### src/rtl/ps2_pkg.sv
// rtl/ps2_pkg.sv - shared types, scan-code/HID constants and key mapping for the PS/2 keycode decoder
package ps2_pkg;

  typedef enum logic [1:0] {
    ST_IDLE,
    ST_DATA,
    ST_PARITY,
    ST_STOP
  } rx_state_t;

  localparam logic [7:0] SC_E0    = 8'hE0;
  localparam logic [7:0] SC_F0    = 8'hF0;
  localparam logic [7:0] SC_W     = 8'h1D;
  localparam logic [7:0] SC_A     = 8'h1C;
  localparam logic [7:0] SC_S     = 8'h1B;
  localparam logic [7:0] SC_D     = 8'h23;
  localparam logic [7:0] SC_SPACE = 8'h29;
  localparam logic [7:0] SC_ENTER = 8'h5A;
  localparam logic [7:0] SC_UP    = 8'h75;
  localparam logic [7:0] SC_DOWN  = 8'h72;
  localparam logic [7:0] SC_LEFT  = 8'h6B;
  localparam logic [7:0] SC_RIGHT = 8'h74;

  localparam logic [7:0] HID_NONE  = 8'h00;
  localparam logic [7:0] HID_W     = 8'h1A;
  localparam logic [7:0] HID_A     = 8'h04;
  localparam logic [7:0] HID_S     = 8'h16;
  localparam logic [7:0] HID_D     = 8'h07;
  localparam logic [7:0] HID_SPACE = 8'h2C;
  localparam logic [7:0] HID_ENTER = 8'h28;
  localparam logic [7:0] HID_UP    = 8'h52;
  localparam logic [7:0] HID_DOWN  = 8'h51;
  localparam logic [7:0] HID_LEFT  = 8'h50;
  localparam logic [7:0] HID_RIGHT = 8'h4F;

  // Unmapped codes return HID_NONE so the caller can ignore them.
  function automatic logic [7:0] sc_to_hid(input logic ext, input logic [7:0] code);
    logic [7:0] usage;
    usage = HID_NONE;
    case ({ext, code})
      {1'b0, SC_W}:     usage = HID_W;
      {1'b0, SC_A}:     usage = HID_A;
      {1'b0, SC_S}:     usage = HID_S;
      {1'b0, SC_D}:     usage = HID_D;
      {1'b0, SC_SPACE}: usage = HID_SPACE;
      {1'b0, SC_ENTER}: usage = HID_ENTER;
      {1'b1, SC_UP}:    usage = HID_UP;
      {1'b1, SC_DOWN}:  usage = HID_DOWN;
      {1'b1, SC_LEFT}:  usage = HID_LEFT;
      {1'b1, SC_RIGHT}: usage = HID_RIGHT;
      default:          usage = HID_NONE;
    endcase
    return usage;
  endfunction

endpackage

### src/rtl/ps2_keycode_decoder_if.sv
// rtl/ps2_keycode_decoder_if.sv - PS/2 pins and keycode outputs bundled for the decoder
interface ps2_keycode_decoder_if;
  logic       PS2_CLK;
  logic       PS2_DAT;
  logic [7:0] keycode;
  logic       key_pressed;
  logic       rx_error;

  modport master (
    output PS2_CLK, PS2_DAT,
    input  keycode, key_pressed, rx_error
  );

  modport slave (
    input  PS2_CLK, PS2_DAT,
    output keycode, key_pressed, rx_error
  );
endinterface

### src/rtl/ps2_byte_rx.sv
// rtl/ps2_byte_rx.sv - PS/2 pin synchronizer, clock filter, byte framing FSM and frame timeout
module ps2_byte_rx
  import ps2_pkg::*;
#(
  parameter int FILTER_LEN     = 8,
  parameter int TIMEOUT_CYCLES = 50000
) (
  input  logic       i_clk,
  input  logic       i_rst,
  input  logic       i_ps2_clk,
  input  logic       i_ps2_dat,
  output logic       o_byte_valid,
  output logic [7:0] o_byte_data,
  output logic       o_rx_error
);

  localparam int FCNT_W = $clog2(FILTER_LEN + 1);
  localparam int TMO_W  = $clog2(TIMEOUT_CYCLES + 1);
  localparam logic [FCNT_W-1:0] FCNT_LAST = FCNT_W'(FILTER_LEN - 1);
  localparam logic [TMO_W-1:0]  TMO_LAST  = TMO_W'(TIMEOUT_CYCLES - 1);

  logic              r_clk_s1, r_clk_s2, r_dat_s1, r_dat_s2;
  logic              r_filt, r_filt_d;
  logic [FCNT_W-1:0] r_fcnt;
  rx_state_t         r_state, w_state_nxt;
  logic [7:0]        r_shift, w_shift_nxt;
  logic [2:0]        r_bit_cnt, w_bit_cnt_nxt;
  logic              r_par, w_par_nxt;
  logic [TMO_W-1:0]  r_tmo, w_tmo_nxt;
  logic              r_byte_valid, w_byte_valid_nxt;
  logic              r_rx_error, w_rx_error_nxt;
  logic              w_sample;

  // Filtered clock only follows the pin after FILTER_LEN agreeing samples.
  always_ff @(posedge i_clk or posedge i_rst) begin
    if (i_rst) begin
      r_clk_s1 <= 1'b1;
      r_clk_s2 <= 1'b1;
      r_dat_s1 <= 1'b1;
      r_dat_s2 <= 1'b1;
      r_filt   <= 1'b1;
      r_filt_d <= 1'b1;
      r_fcnt   <= '0;
    end else begin
      r_clk_s1 <= i_ps2_clk;
      r_clk_s2 <= r_clk_s1;
      r_dat_s1 <= i_ps2_dat;
      r_dat_s2 <= r_dat_s1;
      r_filt_d <= r_filt;
      if (r_clk_s2 != r_filt) begin
        if (r_fcnt == FCNT_LAST) begin
          r_filt <= r_clk_s2;
          r_fcnt <= '0;
        end else begin
          r_fcnt <= r_fcnt + FCNT_W'(1);
        end
      end else begin
        r_fcnt <= '0;
      end
    end
  end

  assign w_sample = r_filt_d & ~r_filt;

  always_ff @(posedge i_clk or posedge i_rst) begin
    if (i_rst) begin
      r_state      <= ST_IDLE;
      r_shift      <= '0;
      r_bit_cnt    <= '0;
      r_par        <= 1'b0;
      r_tmo        <= '0;
      r_byte_valid <= 1'b0;
      r_rx_error   <= 1'b0;
    end else begin
      r_state      <= w_state_nxt;
      r_shift      <= w_shift_nxt;
      r_bit_cnt    <= w_bit_cnt_nxt;
      r_par        <= w_par_nxt;
      r_tmo        <= w_tmo_nxt;
      r_byte_valid <= w_byte_valid_nxt;
      r_rx_error   <= w_rx_error_nxt;
    end
  end

  always_comb begin
    w_state_nxt      = r_state;
    w_shift_nxt      = r_shift;
    w_bit_cnt_nxt    = r_bit_cnt;
    w_par_nxt        = r_par;
    w_byte_valid_nxt = 1'b0;
    w_rx_error_nxt   = 1'b0;
    w_tmo_nxt        = (r_state == ST_IDLE) ? '0 : r_tmo + TMO_W'(1);
    if (w_sample) begin
      w_tmo_nxt = '0;
      case (r_state)
        ST_IDLE: begin
          if (!r_dat_s2) begin
            w_state_nxt   = ST_DATA;
            w_bit_cnt_nxt = '0;
          end
        end
        ST_DATA: begin
          w_shift_nxt   = {r_dat_s2, r_shift[7:1]};
          w_bit_cnt_nxt = r_bit_cnt + 3'd1;
          if (r_bit_cnt == 3'd7) w_state_nxt = ST_PARITY;
        end
        ST_PARITY: begin
          w_par_nxt   = r_dat_s2;
          w_state_nxt = ST_STOP;
        end
        ST_STOP: begin
          if (r_dat_s2 && (^{r_shift, r_par})) w_byte_valid_nxt = 1'b1;
          else                                 w_rx_error_nxt   = 1'b1;
          w_state_nxt = ST_IDLE;
        end
        default: w_state_nxt = ST_IDLE;
      endcase
    end else if (r_state != ST_IDLE && r_tmo == TMO_LAST) begin
      w_rx_error_nxt = 1'b1;
      w_state_nxt    = ST_IDLE;
      w_tmo_nxt      = '0;
    end
  end

  assign o_byte_valid = r_byte_valid;
  assign o_byte_data  = r_shift;
  assign o_rx_error   = r_rx_error;

endmodule

### src/rtl/ps2_keycode_decoder.sv
// rtl/ps2_keycode_decoder.sv - PS/2 set-2 receiver translating held keys into HID usage codes
module ps2_keycode_decoder
  import ps2_pkg::*;
#(
  parameter int FILTER_LEN     = 8,
  parameter int TIMEOUT_CYCLES = 50000
) (
  input  logic                 Clk,
  input  logic                 Reset,
  ps2_keycode_decoder_if.slave bus
);

  logic       w_byte_valid, w_rx_error;
  logic [7:0] w_byte_data, w_usage;
  logic       r_ext, r_brk, r_key_pressed;
  logic [7:0] r_keycode;

  ps2_byte_rx #(
    .FILTER_LEN     (FILTER_LEN),
    .TIMEOUT_CYCLES (TIMEOUT_CYCLES)
  ) u_byte_rx (
    .i_clk        (Clk),
    .i_rst        (Reset),
    .i_ps2_clk    (bus.PS2_CLK),
    .i_ps2_dat    (bus.PS2_DAT),
    .o_byte_valid (w_byte_valid),
    .o_byte_data  (w_byte_data),
    .o_rx_error   (w_rx_error)
  );

  assign w_usage = sc_to_hid(r_ext, w_byte_data);

  // Releasing a key other than the one shown leaves the display alone.
  always_ff @(posedge Clk or posedge Reset) begin
    if (Reset) begin
      r_ext         <= 1'b0;
      r_brk         <= 1'b0;
      r_keycode     <= HID_NONE;
      r_key_pressed <= 1'b0;
    end else begin
      r_key_pressed <= 1'b0;
      if (w_rx_error) begin
        r_ext <= 1'b0;
        r_brk <= 1'b0;
      end else if (w_byte_valid) begin
        if (w_byte_data == SC_E0) begin
          r_ext <= 1'b1;
        end else if (w_byte_data == SC_F0) begin
          r_brk <= 1'b1;
        end else begin
          r_ext <= 1'b0;
          r_brk <= 1'b0;
          if (w_usage != HID_NONE) begin
            if (r_brk) begin
              if (w_usage == r_keycode) r_keycode <= HID_NONE;
            end else begin
              r_keycode     <= w_usage;
              r_key_pressed <= (w_usage != r_keycode);
            end
          end
        end
      end
    end
  end

  assign bus.keycode     = r_keycode;
  assign bus.key_pressed = r_key_pressed;
  assign bus.rx_error    = w_rx_error;

endmodule
### src/flat_wrapper.sv
// flat-port wrapper written by rule: the top's interface ports become plain ports
module ps2_keycode_decoder_flat import ps2_pkg::*;
#(
  parameter int FILTER_LEN     = 8,
  parameter int TIMEOUT_CYCLES = 50000
)
  (Clk, Reset, bus_PS2_CLK, bus_PS2_DAT, bus_keycode, bus_key_pressed, bus_rx_error);
  ps2_keycode_decoder_if bus_i ();
  input  logic Clk;
  input  logic Reset;
  input wire logic [$bits(bus_i.PS2_CLK)-1:0] bus_PS2_CLK;
  input wire logic [$bits(bus_i.PS2_DAT)-1:0] bus_PS2_DAT;
  output wire logic [$bits(bus_i.keycode)-1:0] bus_keycode;
  output wire logic [$bits(bus_i.key_pressed)-1:0] bus_key_pressed;
  output wire logic [$bits(bus_i.rx_error)-1:0] bus_rx_error;
  assign bus_i.PS2_CLK = bus_PS2_CLK;
  assign bus_i.PS2_DAT = bus_PS2_DAT;
  assign bus_keycode = bus_i.keycode;
  assign bus_key_pressed = bus_i.key_pressed;
  assign bus_rx_error = bus_i.rx_error;
  ps2_keycode_decoder #(.FILTER_LEN(FILTER_LEN), .TIMEOUT_CYCLES(TIMEOUT_CYCLES)) u_core (.Clk(Clk), .Reset(Reset), .bus(bus_i));
endmodule
### config.mk
export PLATFORM = sky130hd
export DESIGN_NAME = ps2_keycode_decoder_flat
export DESIGN_NICKNAME = d
export VERILOG_FILES = /design/src/rtl/ps2_pkg.sv /design/src/rtl/ps2_keycode_decoder_if.sv /design/src/rtl/ps2_byte_rx.sv /design/src/rtl/ps2_keycode_decoder.sv /design/src/flat_wrapper.sv
export SDC_FILE = /design/constraint.sdc
export NUM_CORES = 1
export LEC_CHECK = 0
export ABC_AREA = 1
export BUFFER_PORTS_ARGS = -buffer_cell sky130_fd_sc_hd__buf_4
export CAP_MARGIN = 20
export CORE_UTILIZATION = 26
export CTS_CLUSTER_SIZE = 30
export DETAILED_ROUTE_END_ITERATION = 8
export PLACE_DENSITY_LB_ADDON = 0.12
export SLEW_MARGIN = 25
export SYNTH_ARGS = -nofsm -noshare
export SYNTH_HDL_FRONTEND = slang
export SYNTH_SLANG_ARGS = --single-unit
### constraint.sdc
create_clock -name Clk -period 4.48 [get_ports Clk]
set_clock_uncertainty 0.1 [all_clocks]
set_input_delay 0.224 -clock Clk [delete_from_list [all_inputs] [get_ports Clk]]
set_output_delay 0.224 -clock Clk [all_outputs]
set_load 0.1 [all_outputs]
-- Yosys cells after proc, flatten, opt, wreduce, memory -nomap -nowiden
Cells that the tools add are included.
- bitwise logic cells: 5
- equal/unequal tests: 27
- add/sub/neg operators: 3
- muxes and demuxes: 36
- reduce and logical (&&, ||, !) cells: 17
- operators by type and width (cell ; number):
    case mux 7 bit (10 select lines) ; 1
    2-to-1 mux 16 bit ; 3
    equality test 9 bit, second input constant ; 4
    equality test 9 x 5 -> 1 bit, second input constant ; 3
    2-to-1 mux 1 bit ; 21
    equality test 9 x 6 -> 1 bit, second input constant ; 2
    adder 16 x 1 -> 16 bit, second input constant ; 1
    equality test 16 bit, second input constant ; 1
    equality test 8 bit, second input constant ; 2
    2-to-1 mux 8 bit ; 2
    AND reduction 2 bit ; 5
    equality test 9 x 7 -> 1 bit, second input constant ; 1
    parity 9 bit ; 1
    equality test 7 x 8 -> 1 bit ; 1
    2-to-1 mux 2 bit ; 4
    2-to-1 mux 4 bit ; 2
    != test 7 x 8 -> 1 bit ; 1
    case mux 2 bit (4 select lines) ; 1
    nonzero test 2 bit ; 4
    nonzero test 8 bit ; 1
    != test 2 bit, second input constant ; 3
    != test 3 bit, second input constant ; 2
    case mux 3 bit (2 select lines) ; 1
    AND reduction 3 bit ; 2
    14 further kinds ; 19
- bits in registers: 53
- logic and storage cells: 106

-- Depth between registers and ports, before layout
- depth after elaboration: 9
- depth in mapped cells: 16
- gate-level depth less buffers: 16

-- Hierarchy
From an unflattened synthesis, not the netlist that was laid out.
- cells, all modules: 419
- area total of the unflattened synthesis: 3090.5 sq um
- modules (own cells, without submodules) (module ; seq. area each (sq um) ; cells an instance ; instances ; area each (sq um)):
    ps2_byte_rx ; 1058.5 ; 259 ; 1 ; 2167.1
    ps2_keycode_decoder ; 250.2 ; 160 ; 1 ; 923.4

-- Worst setup path before layout
No wires, ideal clock.
- kind: register to register
- start: register u_core.r_keycode[2] (netlist: u_core.bus.keycode[2])
- end: register u_core.r_keycode[5] (netlist: u_core.bus.keycode[5])
- setup slack: 2.570 ns
- period minus slack after synthesis: 1.910 ns
- data arrival time: 1.688 ns
- buffers on the path: 0
- cell stages (with the launch flop): 11
- required time: 4.258 ns
- path through: dfrtp_1 inv_1 o21bai_1 nand2_1 nand2_1 nor2_1 nand2_1 nand2_2 nand2_4 nand2_1 nand2_1
- word-level cells in the longest chain between the ends: 3
- RTL lines (what ; RTL line ; text):
    start, declared ; ps2_keycode_decoder.sv:16 ; logic [7:0] r_keycode;
    start signal, assigned ; ps2_keycode_decoder.sv:57 ; r_keycode <= w_usage;
    equality test 7 x 8 -> 1 bit ; ps2_keycode_decoder.sv:55 ; if (w_usage == r_keycode) r_keycode <= HID_NONE;
    != test 2 bit (no line) ; -- ;
    AND reduction 6 bit (no line) ; -- ;
Every way passes these cells.
A chain may end at the register's enable or synchronous reset.

-- Worst setup path in the final report
- start: register u_core.u_byte_rx.r_filt_d
- end: register u_core.u_byte_rx.r_bit_cnt[2]
- word-level cells in the longest chain between the ends: 2
- RTL lines (what ; RTL line ; text):
    start, declared ; ps2_byte_rx.sv:23 ; logic r_filt, r_filt_d;
    start signal, assigned ; ps2_byte_rx.sv:49 ; r_filt_d <= r_filt;
    bitwise AND 1 bit ; ps2_byte_rx.sv:63 ; assign w_sample = r_filt_d & ~r_filt;
    AND reduction 3 bit (no line) ; -- ;
    end signal, assigned ; ps2_byte_rx.sv:77 ; r_bit_cnt <= w_bit_cnt_nxt;
    end, declared ; ps2_byte_rx.sv:27 ; logic [2:0] r_bit_cnt, w_bit_cnt_nxt;
Every way passes these cells.

==> metrics.cfg <==
[outcome]
outcome = finished, violations left
violations = negative hold slack

[global_route]
grt_first_pass_wirelength_mm = 9.98
grt_start_max_net_pins = 53
grt_util_all_layers_pct = 10.9
antenna_violations_before_repair = 0
global_route.overflow_total = 0
first_global_vias = 2134

[sta]
hold_viol = 14
unrepaired_setup_endpoints_after_global_routing = no
timing.fmax_mhz = 361
final-max-slew-violation-count = 0
worst_pin_slew_ns = 0.864
post_route_hold_slack_ns = -0.00790
final_period_minus_worst_setup_slack_ns = 2.77
min_period_over_period_pct = 61.9
slew-limit-headroom_pct = 42.2
final.setup.tns_ns = 0
setup_viols_final = 0

[cells_and_area]
final_core_util_pct = 30.8
finalNetCount = 386
share_of_cells_above_drive_strength_1_pct = 14.9
area_delta_synth_final_pct = 12.8
antenna_cells = 0

[run]
cap_viol_max_count = 0

[yosys]
synth.lib_cells_used.distinct = 34
main_combinational_cell_family_by_area_after_synthesis = simple AND/OR/NAND/NOR gates
post_synthesis_cell_area_mm2 = 0.00287
yosys.area_share.adder_pct = 3.49
postSynthCellCount = 356
synth_simple_gate_area_share_pct = 31.7
sequential_cell_area_fraction_in_the_yosys_report_pct = 45.7
synth_nets = 368
synth_compound_gate_area_share_pct = 6.42
syn_avg_cell_area_um2 = 8.05
post_synth_xor_area_fraction_pct = 4.59
async_flop_share_pct = 100
yosys_warnings = 0
synthMuxAreaShare_pct = 0.393
synth_top_flop_cell = sky130_fd_sc_hd__dfrtp_1
synth.ff_latch_count = 52
synth_edf_count = 0

[routing]
wl_per_cell_um = 11.2
final_antenna_net_count = 0
detail_route.first_pass.iterations = 4
initialDrtViolationCount = 60
drt-total-wl_mm = 5.72
drc = 0
vias_per_cell = 4.28
dr_total_vias = 2188

[placed_design]
place_congestion = 0.798
buffer_ports.inserted = 12
place.detailed.hpwl_mm = 4.22

[power_and_ir_drop]
ir_drop_mv = 0.133
totalPowerFinal_uw = 949
power_density_mw_per_mm2 = 293
p_leak_nw = 1.55

[cts]
clock_insertion_delay_worst_skew_ns = 0.31
tritoncts = done
post_cts_resize_count = 0
cts-buffers-inserted = 5
clockRootBuffer = sky130_fd_sc_hd__clkbuf_8
clock_tree.buffer_depth = 2
clock_tree.htree_level_count = 2
cts.reportedPaths.clkPinSlew_ns = 0.12
numClockSinks = 52

[critical_path]
cell_type_of_the_slowest_stage_on_the_worst_timing_path = sky130_fd_sc_hd__nor2_1
cp_num_buf_inv = 3
start_kind = flip-flop
cp_top_family = simple AND/OR/NAND/NOR gates
timing.critical_path.arrival_ns = 2.87
worstPathRequired_ns = 4.58
critical_path.max_stage_delay_ns = 0.69
timing.critical_path.to_type = flip-flop
worst-path-max-fanout = 17
worstPathCellList = inv_1 -> nor2_1 -> inv_1 -> nor2_1 -> inv_1 -> nor2_1 -> a31oi_1 -> a22o_1
critical_path_class = reg2reg

[die]
die_height_um = 107
fp.dieW_um = 107
design.portCount = 14
number_of_rows_in_the_core_area = 37
area_of_the_die_mm2 = 0.0114
placeable_core_region_mm2 = 0.0105
initial_core_util_pct = 27.3

[hold_path]
min_path_type = in2async

## Yosys cell counts, drive strengths merged (6+ instances only)
cell type / instances / area share, %
ha: 8 / 3.5
inv: 53 / 6.9
xor2: 6 / 1.8
o21ai: 18 / 3.1
dfstp: 6 / 5.5
xnor2: 9 / 2.8
dfrtp: 46 / 40
nor3: 9 / 1.6
nor2: 52 / 7.8
nor3b: 6 / 1.6
nand2: 87 / 12
nand3: 28 / 6.2
## cells by family (layout without fill, tap and decap cells)
| logic type | count (synthesis) | after routing |
|---|---|---|
| and+or+nand+nor | 191 | 191 |
| buffers and inverters | 57 | 76 |
| DFF | 52 | 52 |
| AOI/OAI and AO/OA | 31 | 31 |
| xor gates and xnor gates | 15 | 15 |
| adders and majority gates | 8 | 8 |
| other | 1 | 1 |
| muxes | 1 | 1 |
## metal layers
metal	up-vias	share of wire, %	track usage (%)
li1	1159	-	-
met4	0	0.45	1.76
met1	1012	51	14.6
met3	2	2.2	2.25
met2	15	46	18.3
met5	-	0	0
## worst paths after layout
path / from / to / slack, ns / cells past startpoint
min reg2reg: u_core.u_byte_rx.r_clk_s1 / u_core.u_byte_rx.r_clk_s2 / 0.26 / 0
max in group asynchronous: Reset / u_core.u_byte_rx.o_byte_data[0] / 3.82 / 3
min: Reset / u_core.bus.keycode[5] / -0.008 / 3
max reg2reg: u_core.u_byte_rx.r_filt_d / u_core.u_byte_rx.r_bit_cnt[2] / 1.71 / 8
min in group Clk: u_core.u_byte_rx.r_clk_s1 / u_core.u_byte_rx.r_clk_s2 / 0.26 / 0
max: u_core.u_byte_rx.r_filt_d / u_core.u_byte_rx.r_bit_cnt[2] / 1.71 / 8
## placed cells by master (no fill, tap or decap), types with 7 or more instances in the layout
master	synthesis	layout
sky130_fd_sc_hd__ha_1	8	8
sky130_fd_sc_hd__nand3_1	22	22
sky130_fd_sc_hd__buf_4	1	13
sky130_fd_sc_hd__dfrtp_1	46	46
sky130_fd_sc_hd__xnor2_1	9	9
sky130_fd_sc_hd__nand2_1	80	80
sky130_fd_sc_hd__inv_1	47	46
sky130_fd_sc_hd__inv_2	6	7
sky130_fd_sc_hd__nor2_1	45	45
sky130_fd_sc_hd__nor3_1	9	9
sky130_fd_sc_hd__o21ai_0	16	16
## cell type report
cell class / count / area (um2)
sequential: 52 / 1310
fill: 1121 / 7280
timing repair buffer: 15 / 118
tap: 136 / 170
multi-input combinational: 247 / 1340
inverter: 53 / 199
clock inverter: 3 / 28.8
clock buffer: 5 / 68.8
## timing repair
| action | 4_1_cts | 5_1_grt |
|---|---|---|
| hold buffers | 2 | 0 |
| endpoints found under the hold margin | 2 | 0 |
| setup buffers | 0 | 0 |
## through the flow
| stage | cell area [um2] | cells | worst slack (ns) |
|---|---|---|---|
| after floorplan | 2870 | 356 | 2.57 |
| after global placement | 3110 | 501 | 1.82 |
| after detailed placement | 3110 | 501 | 1.74 |
| after CTS | 3230 | 511 | 1.70 |
| after global routing | 3230 | 511 | 1.31 |
| final | 3230 | 511 | 1.71 |
## power breakdown
part | switching, mW | total (mW) | internal [mW]
clock network | 0.180 | 0.299 | 0.119
registers | 0.0209 | 0.525 | 0.504
logic | 0.0866 | 0.125 | 0.0381
## tightest hold or removal path, stage by stage
cell and delay [ns]:
sky130_fd_sc_hd__buf_4 0.11, sky130_fd_sc_hd__inv_2 0.03, sky130_fd_sc_hd__buf_4 0.54
## flip-flops by register name, indices dropped and copies added, names as in the netlist
| register | count |
|---|---|
| u_core.u_byte_rx.r_par | 1 |
| u_core.r_brk | 1 |
| u_core.u_byte_rx.o_rx_error | 1 |
| u_core.u_byte_rx.r_bit_cnt | 3 |
| u_core.u_byte_rx.r_clk_s2 | 1 |
| u_core.u_byte_rx.r_filt_d | 1 |
| u_core.bus.key_pressed | 1 |
| u_core.u_byte_rx.r_dat_s1 | 1 |
| u_core.bus.keycode | 7 |
| u_core.u_byte_rx.r_fcnt | 4 |
| u_core.u_byte_rx.r_clk_s1 | 1 |
| u_core.r_ext | 1 |
| u_core.u_byte_rx.r_state | 2 |
| u_core.u_byte_rx.r_filt | 1 |
| u_core.u_byte_rx.o_byte_data | 8 |
| u_core.u_byte_rx.o_byte_valid | 1 |
| u_core.u_byte_rx.r_tmo | 16 |
| u_core.u_byte_rx.r_dat_s2 | 1 |
Power figures use the tool's default switching activity.
